### src/rtl/mycpu_pkg.sv
// Shared types for the myCPU decode-stage bypass scoreboard.
// Entry fields are sized to fixed maxima so one typedef serves every AW/STAGES choice.
package mycpu_pkg;
    localparam int AW_DEF     = 5;
    localparam int DW_DEF     = 32;
    localparam int ADDR_MAX_W = 8;
    localparam int LAT_MAX_W  = 8;

    localparam logic [ADDR_MAX_W-1:0] REG_ZERO = '0;

    typedef struct packed {
        logic                  v;
        logic [ADDR_MAX_W-1:0] addr;
        logic [LAT_MAX_W-1:0]  lat;
    } bypass_entry_t;
endpackage

### src/rtl/mycpu_bypass_lookup.sv
// Single-source priority matcher: the youngest valid entry holding i_addr wins.
module mycpu_bypass_lookup
    import mycpu_pkg::*;
#(
    parameter int STAGES = 3,
    parameter int SW     = 2
) (
    input  bypass_entry_t [STAGES-1:0] i_ent,
    input  logic [ADDR_MAX_W-1:0]      i_addr,
    output logic                       o_match,
    output logic                       o_ready,
    output logic [SW-1:0]              o_sel
);
    // Scan oldest to youngest so the youngest match overrides.
    always_comb begin
        o_match = 1'b0;
        o_ready = 1'b0;
        o_sel   = '0;
        for (int k = STAGES-1; k >= 0; k--) begin
            if (i_ent[k].v && (i_ent[k].addr == i_addr)) begin
                o_match = 1'b1;
                o_sel   = SW'(k);
                o_ready = (k >= int'(i_ent[k].lat));
            end
        end
    end
endmodule

### src/rtl/mycpu_bypass_scoreboard.sv
// Hazard/bypass scoreboard: tracks in-flight writes across STAGES post-ID stages,
// forwards the newest ready result per source and stalls ID on unready producers.
module mycpu_bypass_scoreboard
    import mycpu_pkg::*;
#(
    parameter int AW     = AW_DEF,
    parameter int DW     = DW_DEF,
    parameter int STAGES = 3,
    parameter int NSRC   = 2,
    parameter int LW     = $clog2(STAGES)
) (
    input  logic                 clk,
    input  logic                 rst,
    input  logic                 id_valid,
    input  logic [NSRC*AW-1:0]   id_src_addr,
    input  logic [NSRC-1:0]      id_src_used,
    input  logic [AW-1:0]        id_dst_addr,
    input  logic                 id_dst_wen,
    input  logic [LW-1:0]        id_dst_lat,
    input  logic                 pipe_adv,
    input  logic [STAGES-1:0]    flush_mask,
    input  logic [STAGES*DW-1:0] stage_data,
    input  logic [NSRC*DW-1:0]   rf_data,
    output logic [NSRC*DW-1:0]   src_data,
    output logic [NSRC-1:0]      fwd_hit,
    output logic                 stall,
    output logic                 issue,
    output logic [31:0]          stall_cnt
);
    localparam int SW = (STAGES > 1) ? $clog2(STAGES) : 1;

    bypass_entry_t [STAGES-1:0]   r_ent;
    bypass_entry_t [STAGES-1:0]   w_ent_nxt;
    bypass_entry_t                w_new;
    logic [LAT_MAX_W-1:0]         w_lat_clamp;
    logic [STAGES-1:0][DW-1:0]    w_stage;
    logic [NSRC-1:0]              w_hazard;
    logic [31:0]                  r_stall_cnt;

    assign w_stage = stage_data;

    always_comb begin
        if (int'(id_dst_lat) > STAGES-1) w_lat_clamp = LAT_MAX_W'(STAGES-1);
        else                             w_lat_clamp = LAT_MAX_W'(id_dst_lat);
    end

    // Writes to r0 are architecturally dropped, so they never become producers.
    always_comb begin
        w_new      = '0;
        w_new.addr = ADDR_MAX_W'(id_dst_addr);
        w_new.lat  = w_lat_clamp;
        w_new.v    = issue & id_dst_wen & (w_new.addr != REG_ZERO);
    end

    // Shift on advance, then flush whatever lands in each slot.
    always_comb begin
        w_ent_nxt = r_ent;
        if (pipe_adv) begin
            for (int k = STAGES-1; k >= 1; k--) w_ent_nxt[k] = r_ent[k-1];
            w_ent_nxt[0] = w_new;
        end
        for (int k = 0; k < STAGES; k++) begin
            if (flush_mask[k]) w_ent_nxt[k].v = 1'b0;
        end
    end

    always_ff @(posedge clk) begin
        if (rst) r_ent <= '0;
        else     r_ent <= w_ent_nxt;
    end

    for (genvar i = 0; i < NSRC; i++) begin : g_src
        logic [ADDR_MAX_W-1:0] w_addr;
        logic                  w_active;
        logic                  w_match;
        logic                  w_ready;
        logic [SW-1:0]         w_sel;

        assign w_addr   = ADDR_MAX_W'(id_src_addr[i*AW +: AW]);
        assign w_active = id_src_used[i] & (w_addr != REG_ZERO);

        mycpu_bypass_lookup #(
            .STAGES (STAGES),
            .SW     (SW)
        ) u_lookup (
            .i_ent   (r_ent),
            .i_addr  (w_addr),
            .o_match (w_match),
            .o_ready (w_ready),
            .o_sel   (w_sel)
        );

        assign w_hazard[i] = w_active & w_match & ~w_ready;
        assign fwd_hit[i]  = w_active & w_match & w_ready;

        always_comb begin
            src_data[i*DW +: DW] = '0;
            if (w_active) begin
                if (!w_match)     src_data[i*DW +: DW] = rf_data[i*DW +: DW];
                else if (w_ready) src_data[i*DW +: DW] = w_stage[w_sel];
            end
        end
    end

    assign stall = id_valid & (|w_hazard);
    assign issue = id_valid & ~stall & pipe_adv;

    always_ff @(posedge clk) begin
        if (rst)        r_stall_cnt <= '0;
        else if (stall) r_stall_cnt <= r_stall_cnt + 32'd1;
    end

    assign stall_cnt = r_stall_cnt;
endmodule

### config.mk
export PLATFORM = sky130hd
export DESIGN_NAME = mycpu_bypass_scoreboard
export DESIGN_NICKNAME = d
export VERILOG_FILES = /design/src/rtl/mycpu_pkg.sv /design/src/rtl/mycpu_bypass_lookup.sv /design/src/rtl/mycpu_bypass_scoreboard.sv
export SDC_FILE = /design/constraint.sdc
export NUM_CORES = 1
export LEC_CHECK = 0
export BUFFER_PORTS_ARGS = -buffer_cell sky130_fd_sc_hd__buf_2
export CORE_AREA = 2 2 113 115
export DETAILED_ROUTE_END_ITERATION = 8
export DIE_AREA = 0 0 115 117
export HOLD_SLACK_MARGIN = 0.05
export PLACE_DENSITY = 0.84
export SYNTH_ARGS = -nofsm -noshare
export SYNTH_HDL_FRONTEND = slang
export SYNTH_HIERARCHICAL = 1
export SYNTH_SLANG_ARGS = --single-unit
### constraint.sdc
create_clock -name clk -period 5.3 [get_ports clk]
set_input_delay 1.325 -clock clk [delete_from_list [all_inputs] [get_ports clk]]
set_output_delay 1.325 -clock clk [all_outputs]
set_load 0.01 [all_outputs]
==> results.yml, run 1 <==
run_status:
  status: "finished, final reports clean"
cts:
  clkTransAtPathRegs_ps: 70
  insertion_delay_ps: 290
  post_cts.repair.setup_buffers: 0
  clockRootBuffer: "clkbuf_16"
  htree_levels: 2
  clock_sinks: 56
  cts.repair.resized: 0
  clockBufferDepth: 2
  tritoncts: "done"
  cts-buffers-inserted: 5
  postCtsHoldBufs: 0
yosys:
  synth_seq_cells: 56
  yosysUniqueCellTypes: 45
  syn_area_mm2: 0.00519
  yosysMostFrequentCell: "nand2_1"
  async_flop_share_pct: 0
  yosysTopAreaCell: "dfxtp_1"
  ys_warn_count: 6
  syn_area_per_cell_um2: 7.62
  synth_edf_count: 0
  synthTopCellsByArea: "dfxtp_1, mux2i_1, a22o_1, o21ai_0, nand2_1"
  synthTopCellsByCount: "nand2_1, mux2i_1, o21ai_0"
  ys.flop_type: "dfxtp_1"
  synthCells: 681
  yosysSeqAreaShare_pct: 21.6
  synth_top_area_share_pct: 21.6
sta:
  setup_viol: 0
  slew_viol_final: 0
  timing.final.crit_share_pct: 94.1
  clock_skew_ps: 5.30
  whs_ps: 484
  max_slew_margin_pct: 33.6
  worst_pin_slew_ps: 996
  rsz0062_at_grt: "no"
  fmax_mhz: 201
  postLayoutSetupSlackWorst_ps: 313
  min_period_ps: 4990
  final.setup.tns_ps: 0
  final_hold_viol_count: 0
power:
  ir_worst_vdd_v: 0.000176
  power_switching_mw: 0.300
  p_comb_share_pct: 24.3
  leakagePower_nw: 3.19
  finalPower_mw: 1.13
  power.density_mw_per_mm2: 156
  p_clk_share_pct: 37.5
  p_int_mw: 0.834
  p_seq_share_pct: 38.3
  swShare_pct: 26.5
floorplan:
  rows: 41
  io_pins: 287
  die-height_um: 117
  start_util_pct: 42.2
  die_w_um: 115
  dieArea_mm2: 0.0135
  core_area_mm2: 0.0123
route:
  drt_iter0_markers: 560
  routedWlPerCell_um: 17.1
  ant_nets: 0
  vias_per_cell: 5.49
  drc: 0
  firstDrtPassIters: 6
  vias: 6439
  drt_wl_total_mm: 20.1
critical_path:
  path_max_fanout: 32
  reg2reg_setup_slack_ps: 2220
  r2r-end: "stall_cnt[31]"
  cp.required_ps: 3970
  endpoint_kind: "output pin"
  startpoint: "id_src_addr[5]"
  regToRegStartpoint: "r_ent[29]"
  path_class: "in -> out"
  worstSetupStartpointType: "primary input"
  crit_arrival_ps: 3660
  crit_path_end: "src_data[62]"
  reg2regPathDepth: 11
grt:
  grt_pass1_vias: 5679
  grt_usage_pct: 27.9
  grt_pass1_wl_mm: 29.4
  antenna_found_initial: 9
  grt_overflow_total: 0
  grt_max_degree: 57
run:
  maxCapViolCount: 0
final_layout:
  nNetsFinal: 1202
  drive_gt1_share_pct: 33.1
  syn_to_final_growth_pct: 40.5
  fin_util_pct: 59.2
placed_design:
  io_buffers: 286
  routabilityCongestion: 0.973
  dp_hpwl_mm: 16.5
  dp_slack_ps: 300
hold_path:
  hold_path_class: "reg -> reg"
## power by group through the flow
stage / combinational, mW / sequential [mW] / clock, mW
global route: 0.301 / 0.435 / 0.453
global placement: 0.266 / 0.444 / 0
CTS: 0.270 / 0.434 / 0.431
detailed placement: 0.269 / 0.444 / 0
finish: 0.275 / 0.434 / 0.425
floorplan: 0.136 / 0.441 / 0
## how the worst min path moves through the flow
stage                        from            end  slack [ps]  cells past startpoint
detailed placement  stall_cnt[31]  stall_cnt[31]         480                      2
global placement    stall_cnt[31]  stall_cnt[31]         460                      2
global route        stall_cnt[31]  stall_cnt[31]         510                      2
finish              stall_cnt[31]  stall_cnt[31]         480                      2
CTS                 stall_cnt[31]  stall_cnt[31]         490                      2
floorplan               r_ent[17]      r_ent[17]         460                      2
## logic make-up after synthesis
logic type | Yosys count | share of synthesized area (%)
AND/OR/NAND/NOR | 226 | 21.6
AO/OA/AOI/OAI | 195 | 25.5
flip-flops | 56 | 21.6
other | 1 | 0.0723
buffers and inverters | 56 | 4.27
multiplexers | 87 | 16.8
XOR/XNOR | 59 | 9.96
adder cells (fa/ha/maj) | 1 | 0.241
## worst max-delay path: stages
cell     delay, ps
buf_2          150
xor2_1         170
nor4_1         360
nand4_1        190
nor3_2         340
buf_12         220
nor2b_2         50
buf_4          240
nand2_1        110
o21ai_0        160
a22o_1         220
buf_2          130
## final cells by class
type	count	area, µm²
Fill cell	1126	5020
Multi-Input combinational cell	640	4140
Timing Repair Buffer	302	1590
Sequential cell	56	1120
Tap cell	150	188
Clock buffer	5	125
Clock inverter	3	68.8
Inverter	9	33.8
Antenna cell	8	20.0
## placed cells by master (no fill, tap or decap), drive strengths merged
cell type and count:
and3 6, diode 8, nor3 16, inv 10, nand2 90, dfxtp 56
o211ai 6, o2111ai 8, nand3 10, a211oi 3, o2111a 2, nor4 16
nand2b 2, conb 72, nor2 42, and2 3, xor2 22, mux2i 87
or3 18, o21ai 84, buf 302, a21oi 23, a311oi 2, nand4 12
nor2b 2, xnor2 37, or4 6, ha 1, nand3b 1, bufinv 2
a22o 64, o31ai 3, clkbuf 5, or2 2
## metrics by stage
| stage | std cells | area (µm²) |
|---|---|---|
| 2_1_floorplan | 752 | 5460 |
| 3_3_place_gp | 1157 | 7080 |
| 3_5_place_dp | 1157 | 7080 |
| 4_1_cts | 1165 | 7270 |
| 5_1_grt | 1167 | 7270 |
| 6_report | 1173 | 7290 |
## registers in the layout (all words and copies together), names as in the netlist
register   cells
r_ent         24
stall_cnt     32
## per-layer routing
metal / global-route usage, % / vias to the layer above / part of all wire, %
met2: 44.9 / 351 / 46
met4: 6.18 / 6 / 1.8
met5: 0 / - / 0.22
met1: 36.6 / 2928 / 40
li1: - / 3112 / -
met3: 9.22 / 42 / 12
No activity file was read; power rests on OpenSTA's default activity.
==> run 2: changes to the inputs <==
Settings changed: GPL_TIMING_DRIVEN from default to 0, SKIP_LAST_GASP from default to 1.
==> results.yml, run 2 (synthesis gave the netlist of run 1 again) <==
run_status:
  status: "finished, final reports clean"
power:
  p_comb_share_pct: 24.6
  finalPower_mw: 1.12
  swShare_pct: 26.2
  p_clk_share_pct: 36.8
  power.density_mw_per_mm2: 154
  p_seq_share_pct: 38.6
  power_switching_mw: 0.295
  leakagePower_nw: 3.19
  p_int_mw: 0.830
  ir_worst_vdd_v: 0.000189
grt:
  antenna_found_initial: 13
  grt_max_degree: 17
  grt_overflow_total: 0
  grt_pass1_vias: 5816
  grt_pass1_wl_mm: 30.8
  grt_usage_pct: 29.3
critical_path:
  regToRegStartpoint: "r_ent[27]"
  cp.required_ps: 3970
  path_class: "in -> out"
  startpoint: "id_src_addr[5]"
  reg2reg_setup_slack_ps: 2420
  r2r-end: "stall_cnt[20]"
  crit_path_end: "src_data[42]"
  path_max_fanout: 10
  worstSetupStartpointType: "primary input"
  reg2regPathDepth: 10
  crit_arrival_ps: 3800
  endpoint_kind: "output pin"
floorplan:
  dieArea_mm2: 0.0135
  core_area_mm2: 0.0123
  rows: 41
  start_util_pct: 42.2
  die-height_um: 117
  io_pins: 287
  die_w_um: 115
route:
  firstDrtPassIters: 7
  drt_iter0_markers: 525
  routedWlPerCell_um: 17.5
  drc: 0
  drt_wl_total_mm: 21.1
  ant_nets: 0
  vias: 6618
  vias_per_cell: 5.49
final_layout:
  multi_input_area_mm2: 0.00413
  syn_to_final_growth_pct: 41.0
  nNetsFinal: 1231
  nFillCells: 1204
  final_common_cell: "buf_2"
  largest_reg_flops: 32
  seq_area_mm2: 0.00112
  finalNonFillerCells: 1205
  final_cell_mix: "buf_2, nand2_1, mux2i_1"
  drive_gt1_share_pct: 31.4
  fin_util_pct: 59.4
  finalInstanceArea_mm2: 0.00732
sta:
  worst_pin_slew_ps: 697
  slew_viol_final: 0
  rsz0062_at_grt: "yes"
  clock_skew_ps: 5.85
  postLayoutSetupSlackWorst_ps: 173
  min_period_ps: 5130
  fmax_mhz: 195
  timing.final.crit_share_pct: 96.7
  whs_ps: 485
  setup_viol: 0
  max_slew_margin_pct: 53.5
  final.setup.tns_ps: 0
  final_hold_viol_count: 0
cts:
  clock_sinks: 56
  post_cts.repair.setup_buffers: 0
  insertion_delay_ps: 290
  tritoncts: "done"
  clockRootBuffer: "clkbuf_16"
  clkTransAtPathRegs_ps: 60
  cts-buffers-inserted: 5
  clockBufferDepth: 2
  htree_levels: 2
  postCtsHoldBufs: 0
placed_design:
  dp_slack_ps: -198
  io_buffers: 284
  dp.cells: 1186
  routabilityCongestion: 0.959
  place_area_mm2: 0.00707
  dp_hpwl_mm: 17.4
hold_path:
  hold_path_class: "reg -> reg"
run:
  maxCapViolCount: 0
[run 2: worst min path at each step]
stage / start / endpoint / depth (start not counted)
final: stall_cnt[31] / stall_cnt[31] / 2
after global routing: stall_cnt[31] / stall_cnt[31] / 2
after CTS: stall_cnt[31] / stall_cnt[31] / 2
after detailed placement: stall_cnt[31] / stall_cnt[31] / 2
after global placement: stall_cnt[31] / stall_cnt[31] / 2
after floorplan: r_ent[17] / r_ent[17] / 2
[run 2: layout make-up]
class | instances | share of cell area, %
Buffer | 47 | 2.82
Antenna cell | 12 | 0.410
Clock inverter | 2 | 0.821
Multi-Input combinational cell | 640 | 56.5
Timing Repair Buffer | 284 | 19.4
Clock buffer | 5 | 1.71
Inverter | 9 | 0.462
Sequential cell | 56 | 15.3
Tap cell | 150 | 2.56
[run 2: per-layer routing]
metal  global-route usage [%]  up-vias  part of all wire [%]
met2                     47.1      369                    46
met3                     12.7       49                    13
met5                        0        -                  0.22
li1                         -     3185                     -
met1                     35.7     3009                    39
met4                     9.00        6                   2.0
[run 2: timing repair]
action | CTS | global route
setup endpoints to repair | 38 | 60
pin swaps | 0 | 0
gates resized for setup | 6 | 25
[run 2: power groups by stage]
stage / logic (mW) / clock network [mW] / registers [mW]
finish: 0.277 / 0.414 / 0.434
global route: 0.303 / 0.432 / 0.435
CTS: 0.270 / 0.416 / 0.434
detailed placement: 0.269 / 0 / 0.444
global placement: 0.266 / 0 / 0.444
floorplan: 0.136 / 0 / 0.441
[run 2: critical path, cell delays in order]
cell and delay [ps]:
buf_2 140, xor2_1 160, nor4_1 400, and3_1 220
a311oi_1 80, a21oi_1 180, nand2_1 80, nor2_2 320
clkbuf_1 410, a22o_1 300, buf_2 170
==> run 3: changes to the inputs <==
==> constraint.sdc (replaced) <==
create_clock -name clk -period 5.3 [get_ports clk]
set_input_delay 0.795 -clock clk [delete_from_list [all_inputs] [get_ports clk]]
set_output_delay 0.795 -clock clk [all_outputs]
set_load 0.01 [all_outputs]
==> results.yml, run 3 (synthesis gave the netlist of run 1 again) <==
run_status:
  status: "finished, final reports clean"
placed_design:
  dp.cells: 1186
  io_buffers: 284
  dp_slack_ps: 862
  routabilityCongestion: 0.959
  dp_hpwl_mm: 17.4
  place_area_mm2: 0.00707
final_layout:
  fin_util_pct: 59.1
  finalNonFillerCells: 1204
  final_common_cell: "buf_2"
  nNetsFinal: 1231
  largest_reg_flops: 32
  drive_gt1_share_pct: 29.6
  nFillCells: 1195
  final_cell_mix: "buf_2, nand2_1, mux2i_1"
  finalInstanceArea_mm2: 0.00728
  syn_to_final_growth_pct: 40.2
cts:
  post_cts.repair.setup_buffers: 0
  clkTransAtPathRegs_ps: 70
  cts-buffers-inserted: 5
  clockBufferDepth: 2
  htree_levels: 2
  postCtsHoldBufs: 0
  cts.repair.resized: 0
  insertion_delay_ps: 290
  clockRootBuffer: "clkbuf_16"
  tritoncts: "done"
  clock_sinks: 56
sta:
  setup_viol: 0
  worst_pin_slew_ps: 809
  min_period_ps: 4460
  final.setup.tns_ps: 0
  final_hold_viol_count: 0
  postLayoutSetupSlackWorst_ps: 837
  max_slew_margin_pct: 46.1
  rsz0062_at_grt: "no"
  timing.final.crit_share_pct: 84.2
  whs_ps: 486
  clock_skew_ps: 5.10
  fmax_mhz: 224
  slew_viol_final: 0
power:
  ir_worst_vdd_v: 0.000190
  swShare_pct: 26.3
  p_comb_share_pct: 24.5
  power.density_mw_per_mm2: 155
  p_seq_share_pct: 38.6
  finalPower_mw: 1.13
  power_switching_mw: 0.297
  leakagePower_nw: 3.14
  p_clk_share_pct: 36.9
  p_int_mw: 0.830
grt:
  grt_usage_pct: 29.3
  grt_pass1_vias: 5820
  grt_max_degree: 17
  grt_pass1_wl_mm: 30.8
  grt_overflow_total: 0
  antenna_found_initial: 13
run:
  maxCapViolCount: 0
floorplan:
  core_area_mm2: 0.0123
  die-height_um: 117
  start_util_pct: 42.2
  die_w_um: 115
  dieArea_mm2: 0.0135
  rows: 41
  io_pins: 287
route:
  dr_wl_met3_mm: 2.65
  drt_wl_total_mm: 21.2
  vias: 6638
  routedWlPerCell_um: 17.6
  drt_iter0_markers: 510
  ant_nets: 0
  met2_wirelength_mm: 9.58
  routed.top_layer: "met5"
  vias_per_cell: 5.51
  drc: 0
  firstDrtPassIters: 7
  wl_met1_mm: 8.33
critical_path:
  r2r-end: "stall_cnt[31]"
  endpoint_kind: "output pin"
  path_max_fanout: 10
  worstSetupStartpointType: "primary input"
  cp.required_ps: 4510
  reg2reg_setup_slack_ps: 2420
  crit_path_end: "src_data[50]"
  regToRegStartpoint: "r_ent[27]"
  reg2regPathDepth: 10
  path_class: "in -> out"
  crit_arrival_ps: 3670
  startpoint: "id_src_addr[5]"
hold_path:
  hold_path_class: "reg -> reg"
## run 3: cell types whose count changed in the layout (fill, tap and decap cells not counted), moves of 2 or more
cell | previous run | this run
nor2_1 | 39 | 42
buf_2 | 287 | 284
nor3_1 | 13 | 15
nor2_2 | 3 | 0
nor3_2 | 2 | 0
clkbuf_2 | 9 | 0
clkbuf_1 | 29 | 42
## run 3: worst min-delay path by stage
stage	startpoint	to	slack [ps]	cells after the start
4_1_cts	stall_cnt[31]	stall_cnt[31]	490	2
5_1_grt	stall_cnt[31]	stall_cnt[31]	520	2
6_report	stall_cnt[31]	stall_cnt[31]	490	2
3_3_place_gp	stall_cnt[31]	stall_cnt[31]	460	2
2_1_floorplan	r_ent[17]	r_ent[17]	460	2
3_5_place_dp	stall_cnt[31]	stall_cnt[31]	480	2
## run 3: critical path, stage by stage
cell      delay (ps)
buf_2            140
xor2_1           160
nor4_1           400
nand4_1          180
nor3_1           160
clkbuf_1         350
clkbuf_1         610
mux2i_1          380
o21ai_0          130
a22o_1           210
buf_2            140
## run 3: power by group through the flow
stage,combinational [mW],clock (mW),sequential [mW]
finish,0.276,0.416,0.434
global route,0.303,0.432,0.435
CTS,0.270,0.416,0.434
detailed placement,0.269,0,0.444
global placement,0.266,0,0.444
floorplan,0.136,0,0.441
## run 3: layout make-up
cell class | count | area (µm²) | share of cell area (%)
multi-input cells | 640 | 4110 | 56.5
repair buffers | 284 | 1420 | 19.5
flip-flops and latches | 56 | 1120 | 15.4
plain buffers | 47 | 188 | 2.58
well taps | 150 | 188 | 2.58
clock buffers | 5 | 125 | 1.72
clock inverters | 2 | 60.1 | 0.825
inverters | 9 | 33.8 | 0.464
diodes | 11 | 27.5 | 0.378
## run 3: per-layer routing
layer  GRT usage [%]  vias up
met2            46.9      366
met4            9.08        8
li1                -     3179
met3            12.9       61
met5               0        -
met1            35.7     3024
